[src/rtl/multiply_unsigned_pkg.sv]
// Shared constants for the ALU mul/div unit: FSM encodings and default operand width.
package multiply_unsigned_pkg;

  localparam int DEFAULT_WIDTH = 32;

  typedef logic [1:0] state_t;

  localparam logic [1:0] ST_IDLE = 2'd0;
  localparam logic [1:0] ST_RUN  = 2'd1;
  localparam logic [1:0] ST_DONE = 2'd2;

endpackage

[src/rtl/multiply_unsigned_step.sv]
// One shift-add iteration: conditional add of the multiplicand into the upper
// accumulator half, then a logical right shift of the whole accumulator.
module multiply_step
  import multiply_unsigned_pkg::*;
#(
  parameter int WIDTH = DEFAULT_WIDTH
) (
  input  logic [2*WIDTH:0]   acc,
  input  logic [WIDTH-1:0]   mcand,
  output logic [2*WIDTH:0]   acc_next
);

  logic [WIDTH:0]   upper_sum;
  logic [2*WIDTH:0] acc_added;

  // acc[2W] is always 0 entering a step (cleared by the previous shift), so the
  // WIDTH+1-bit sum holds the carry without loss.
  always_comb begin
    upper_sum = acc[2*WIDTH:WIDTH] + {1'b0, mcand};
    acc_added = acc;
    if (acc[0]) begin
      acc_added[2*WIDTH:WIDTH] = upper_sum;
    end
    acc_next = {1'b0, acc_added[2*WIDTH:1]};
  end

endmodule

[src/rtl/multiply_unsigned.sv]
// Sequential unsigned shift-add multiplier with start/ready handshake; WIDTH
// iterations per product, one per clock.
module multiply_unsigned
  import multiply_unsigned_pkg::*;
#(
  parameter int WIDTH = DEFAULT_WIDTH
) (
  input  logic                 clk,
  input  logic                 reset,
  input  logic                 start,
  input  logic [WIDTH-1:0]     a,
  input  logic [WIDTH-1:0]     b,
  output logic [2*WIDTH-1:0]   out,
  output logic                 overflow,
  output logic                 busy,
  output logic                 ready
);

  localparam int CW = (WIDTH > 1) ? $clog2(WIDTH) : 1;

  state_t             state_q, state_d;
  logic [CW-1:0]      count_q, count_d;
  logic [2*WIDTH:0]   acc_q, acc_d;
  logic [WIDTH-1:0]   mcand_q, mcand_d;
  logic [2*WIDTH-1:0] out_q, out_d;
  logic               ovf_q, ovf_d;
  logic [2*WIDTH:0]   acc_step;

  multiply_step #(.WIDTH(WIDTH)) u_step (
    .acc      (acc_q),
    .mcand    (mcand_q),
    .acc_next (acc_step)
  );

  always_comb begin
    state_d = state_q;
    count_d = count_q;
    acc_d   = acc_q;
    mcand_d = mcand_q;
    out_d   = out_q;
    ovf_d   = ovf_q;
    case (state_q)
      ST_IDLE, ST_DONE: begin
        if (start) begin
          mcand_d = a;
          acc_d   = {{(WIDTH+1){1'b0}}, b};
          count_d = '0;
          state_d = ST_RUN;
        end
      end
      ST_RUN: begin
        acc_d   = acc_step;
        count_d = count_q + CW'(1);
        // Result is captured on the final step so out/overflow are ready with DONE.
        if (count_q == CW'(WIDTH-1)) begin
          state_d = ST_DONE;
          out_d   = acc_step[2*WIDTH-1:0];
          ovf_d   = |acc_step[2*WIDTH-1:WIDTH];
        end
      end
      default: state_d = ST_IDLE;
    endcase
  end

  always_ff @(posedge clk or negedge reset) begin
    if (!reset) begin
      state_q <= ST_IDLE;
      count_q <= '0;
      acc_q   <= '0;
      mcand_q <= '0;
      out_q   <= '0;
      ovf_q   <= 1'b0;
    end else begin
      state_q <= state_d;
      count_q <= count_d;
      acc_q   <= acc_d;
      mcand_q <= mcand_d;
      out_q   <= out_d;
      ovf_q   <= ovf_d;
    end
  end

  assign out      = out_q;
  assign overflow = ovf_q;
  assign busy     = (state_q == ST_RUN);
  assign ready    = (state_q == ST_DONE);

endmodule

[config.mk]
export PLATFORM = sky130hd
export DESIGN_NAME = multiply_unsigned
export DESIGN_NICKNAME = d
export VERILOG_FILES = /design/src/rtl/multiply_unsigned_pkg.sv /design/src/rtl/multiply_unsigned_step.sv /design/src/rtl/multiply_unsigned.sv
export SDC_FILE = /design/constraint.sdc
export NUM_CORES = 1
export LEC_CHECK = 0
export ABC_AREA = 1
export BUFFER_PORTS_ARGS = -buffer_cell sky130_fd_sc_hd__buf_2
export CAP_MARGIN = 10
export CORE_UTILIZATION = 52
export CTS_CLUSTER_SIZE = 30
export DETAILED_ROUTE_END_ITERATION = 6
export PLACE_DENSITY = 0.76
export SETUP_SLACK_MARGIN = 0.5
export SYNTH_ARGS = -nofsm -noshare
export SYNTH_HDL_FRONTEND = slang
export SYNTH_SLANG_ARGS = --single-unit
[constraint.sdc]
create_clock -name clk -period 2.3 [get_ports clk]
set_clock_uncertainty 0.1 [all_clocks]
set_input_delay 0.115 -clock clk [delete_from_list [all_inputs] [get_ports clk]]
set_output_delay 0.115 -clock clk [all_outputs]
set_load 0.01 [all_outputs]
# Word level (Yosys, flattened, before mapping)
# Index checks and enable logic that the tools add are counted.
# op_classes
addsub	2
mul	0
div	0
magnitude_cmp	0
n_eq_ne	5
n_shift	0
n_mux	8
n_bitwise	0
n_reduce_logical	8
# ops
operator	count
$pmux 65 s2	1
$mux 65	1
$add 33x32->33	1
$mux 33	1
$reduce_or 32->1	1
$pmux 5 s2	1
$reduce_and 2->1	4
$add 5x1->5 const B	1
$eq 5x5->1 const B	1
$mux 5	1
$mux 2	2
$pmux 2 s2	1
$eq 2x1->1 const B	1
$eq 2x2->1 const B	1
$logic_not 2->1	1
$ne 2x1->1 const B	1
$ne 2x2->1 const B	1
$reduce_bool 2->1	1
$reduce_or 2->1	1
# totals
register_bits	169
latchBits	0
mem_bits_rw	0
mem_bits_ro	0
inputBits	67
output_inout_bits	67
memories	0

# Logic depth before layout (Yosys ltp)
# logic_depth
depth_word	4
depth_mapped	20
depth_no_buf	19

# Hierarchy
# A second synthesis with hierarchy kept.
# hier_totals
cells_unflattened	1297
area_unflattened_um2	9720.6
# modules_own_cells
mod	instances	cells_per_inst	area_each_um2
multiply_unsigned	1	672	6675.2
multiply_step	1	625	3045.4

# Least setup slack after synthesis
# Ideal clock, no wire load.
# synth_path
path_kind	register -> register
start	register acc_q[32]
end	register ovf_q, in the netlist overflow
setup_time_ps	115
t_arrival_ps	2080
setup_slack_ps	5
path_stages_with_launch	19
path_buffers	0
period_less_slack_ps	2295
path_cell_list	dfrtp_1 > ha_1 > fa_1 > nand3_1 > nand3_1 > nand2_1 > nand2_1 > nand2_1 > nand2_1 > nand3_1 > nand2_1 > nand2_1 > nand3_1 > nand2_1 > nand2_1 > nor2_1 > nand2_1 > nor2_1 > nor2_1
# synth_between
elab_chain_cells	3
# synth_rtl
item	line	rtl
from (decl)	multiply_unsigned.sv:23	logic [2*WIDTH:0] acc_q, acc_d;
from (signal assigned)	multiply_unsigned.sv:69	acc_q <= '0;
from (signal assigned)	multiply_unsigned.sv:76	acc_q <= acc_d;
$add 33x32->33	multiply_unsigned_step.sv:19	upper_sum = acc[2*WIDTH:WIDTH] + {1'b0, mcand};
$mux 33	multiply_unsigned_step.sv:21	if (acc[0]) begin
$reduce_or 32->1	multiply_unsigned.sv:58	ovf_d = |acc_step[2*WIDTH-1:WIDTH];
to (signal assigned)	multiply_unsigned.sv:79	ovf_q <= ovf_d;
to (decl)	multiply_unsigned.sv:26	logic ovf_q, ovf_d;
# No other way between the ends.
# A chain may end at the register's enable or synchronous reset.

# Worst setup path in the final report
# layout_path
start	register mcand_q[0]
end	register ovf_q, in the netlist overflow
# layout_between
elab_chain_cells	3
# layout_rtl
item	line	rtl
from (decl)	multiply_unsigned.sv:24	logic [WIDTH-1:0] mcand_q, mcand_d;
from (signal assigned)	multiply_unsigned.sv:77	mcand_q <= mcand_d;
$add 33x32->33	multiply_unsigned_step.sv:19	
$mux 33	multiply_unsigned_step.sv:21	
$reduce_or 32->1	multiply_unsigned.sv:58	
# No other way between the ends.

==> flow_summary.toml <==
[place]
dp_hpwl_um = 19310
port_buffers = 133
dpl-instance-area_sq_um = 11470
place_congestion = 0.9413

[synthesis]
synthXorXnorAreaFrac_pct = 0.2795
synth_compound_area_share_pct = 11.35
synthAdderAreaFrac_pct = 4.738
synth_cell_type_count = 40
ys.flop_type = "dfrtp_1"
synthArstFlopShare_pct = 100.0
syn_avg_cell_area_sq_um = 7.265
synthMuxAreaShare_pct = 0
synth_edf_count = 0
synthCells = 1294
synth_area_leaders = "dfrtp_1 45%, nand2_1 20%, inv_1 7.1%"
synth-seq-cells = 168
syn_nets = 1396
ys_warn_count = 0
synthSimpleGateAreaFrac_pct = 29.32
ys_seq_area_share_pct = 44.72
synth_top_family_by_area = "simple AND/OR/NAND/NOR gates"
synth_top_cell_area_share_pct = 44.72
synth.largest_area_cell = "dfrtp_1"
netlist_area_sq_um = 9400

[route]
wl_per_cell_um = 18.06
num_vias = 10370
wirelength_um = 34160
drc = 0
drt_iter0_drc = 691
post_drt_via_cell_ratio = 5.482
antenna_left = 0
first_pass_iters = 6

[timing]
min_period_over_period_pct = 121.5
max_freq_ghz = 0.3578
grt_setup_unrepaired = "true"
setup_viol = 20
finalSetupTns_ps = -2720
slew_headroom_pct = 61.47
timing.hold.ws_ps = 118.9
setup_slack_ps = -495.0
final_hold_viol_count = 0
slew_violations = 0
min_period_ps = 2795
worst_pin_slew_ps = 577.9

[grt]
overflow = 0
grt_usage_pct = 34.49
grt_pass1_wl_um = 49390
grt_max_degree = 79
grt_pass1_vias = 10230
antenna_found_initial = 0

[die]
io_pins = 134
start_util_pct = 53.79
core.rowCount = 48
die_height_um = 136.5
die_area_sq_um = 18620
core-area_sq_um = 17480
die_w_um = 136.5

[setup_path]
startpoint_type = "flip-flop"
crit_start = "mcand_q[0]$_DFFE_PN0P_"
cp_max_fo = 3
endpoint_kind = "flip-flop"
required_ps = 2540
crit_slowest_cell = "fa_2"
cp_slowest_stage_delay_ps = 410
worstReg2RegStart = "mcand_q[0]$_DFFE_PN0P_"
critical_path_arrival_ps = 3030
path_cells = "ha_2, fa_2, buf_6, nand2_4, nand2_4, nand3_4, nand2_4, nand2_2, nand3_2, o21ai_2, nand3_2, nor2_4, nand3_2, nor2_1, nand3_1, nor2_1, nor2_1"
path_class = "reg2reg"

[cts]
htreeDepth = 4
clock_latency_ps = 440
cts.path.max_buffers = 2
clkSinkCount = 168
path_clk_slew_ps = 80
cts_buffers = 17
root_buffer = "clkbuf_16"
cts_tree = "done"

[final_layout]
area_growth_syn_to_layout_pct = 56.16
final_nets = 1755
post-route-cell-area_sq_um = 14680
layout.cells.most_common_list = "406 x nand2_1, 166 x dfrtp_1, 147 x inv_1"
layout-drive-gt1-share_pct = 41.18
mostFrequentLayoutCell = "nand2_1"
n_antenna_cell = 0

[power]
finalPower_uw = 27210
vdd_ir_drop_max_uv = 1119
p_leak_uw = 0.007682
powerDensity_nw_per_um2 = 1853

[job]
drv_cap = 0

[status]
run_status = "finished, violations left"
violations = "negative setup slack"

[min_path]
hold_path_class = "in2async"
per-layer routing:
layer	share of wire, %	vias up	track usage [%]
met2	49	514	60.27
met5	0	-	0
met1	38	4898	41.13
met3	7.7	151	6.562
met4	4.5	0	14.94
li1	-	4804	-
cell families (layout without fill, tap and decap cells):
family	count (synthesis)	after routing
adder cells (fa/ha/maj)	35	35
buffers and inverters	235	607
XOR/XNOR	3	3
AND/OR/NAND/NOR	672	672
AO/OA/AOI/OAI	181	181
flip-flops	168	168
report_power, final:
| part | leakage [uW] | internal [uW] | switching [uW] |
|---|---|---|---|
| clock network | 0.000286 | 1480 | 1410 |
| registers | 0.00214 | 4370 | 1010 |
| logic | 0.00526 | 8300 | 10600 |
| total | 0.00768 | 14200 | 13100 |
metrics by stage:
stage | util [%] | worst slack [ps] | cells
detailed placement | 65.61 | -495.2 | 1748
global route | 83.99 | -575.9 | 1891
global placement | 65.61 | -510.0 | 1748
CTS | 78.96 | -228.2 | 1871
floorplan | - | 98.75 | 1294
finish | 83.99 | -495.0 | 1891
worst max-delay path: cells and delay by family (launching register included):
kind / cells / cell delay [ps]
adders and majority gates: 2 / 610
DFF: 1 / 390
AOI/OAI and AO/OA: 1 / 120
and+or+nand+nor: 13 / 1320
buffers and inverters: 1 / 150
sequential cells by signal (all words and copies together), names as in the netlist:
name	count
acc_q	64
out	64
state_q	2
mcand_q	32
count_q	5
overflow	1
cells in the mapped netlist (all sizes together), types with 8 or more instances:
cell type,count
nand2,524
inv,189
dfrtp,168
o21ai,107
nor2,65
nand3,63
ha,34
clkbuf,32
o221ai,30
a21oi,26
buf,13
nand3b,8
final cells by class:
| class | instances | area (sq um) |
|---|---|---|
| Timing Repair Buffer | 385 | 3032 |
| Sequential cell | 168 | 4207 |
| Multi-Input combinational cell | 891 | 5821 |
| Tap cell | 225 | 281.5 |
| Inverter | 190 | 748.2 |
| Clock buffer | 18 | 439.2 |
| Fill cell | 948 | 2798 |
| Clock inverter | 14 | 151.4 |
repair_timing:
action / 4_1_cts / 5_1_grt
gates resized for setup: 247 / 198
endpoints found under the setup margin: 75 / 97
pin swaps: 50 / 85
setup buffers: 25 / 20
hold buffers: 66 / 0
endpoints found under the hold margin: 120 / 0
worst paths after layout:
check	to	slack, ps	cells after the start
worst min register to register	out[6]$_DFFE_PN0P_	380	2
worst max-delay path	overflow$_DFFE_PN0P_	-490	17
min in group clk	mcand_q[10]$_DFFE_PN0P_	310	4
worst max register to register	overflow$_DFFE_PN0P_	-490	17
worst min-delay path	out[41]$_DFFE_PN0P_	120	2
max in group asynchronous	acc_q[33]$_DFFE_PN0P_	1330	3
No activity file was read; power rests on OpenSTA's default activity.
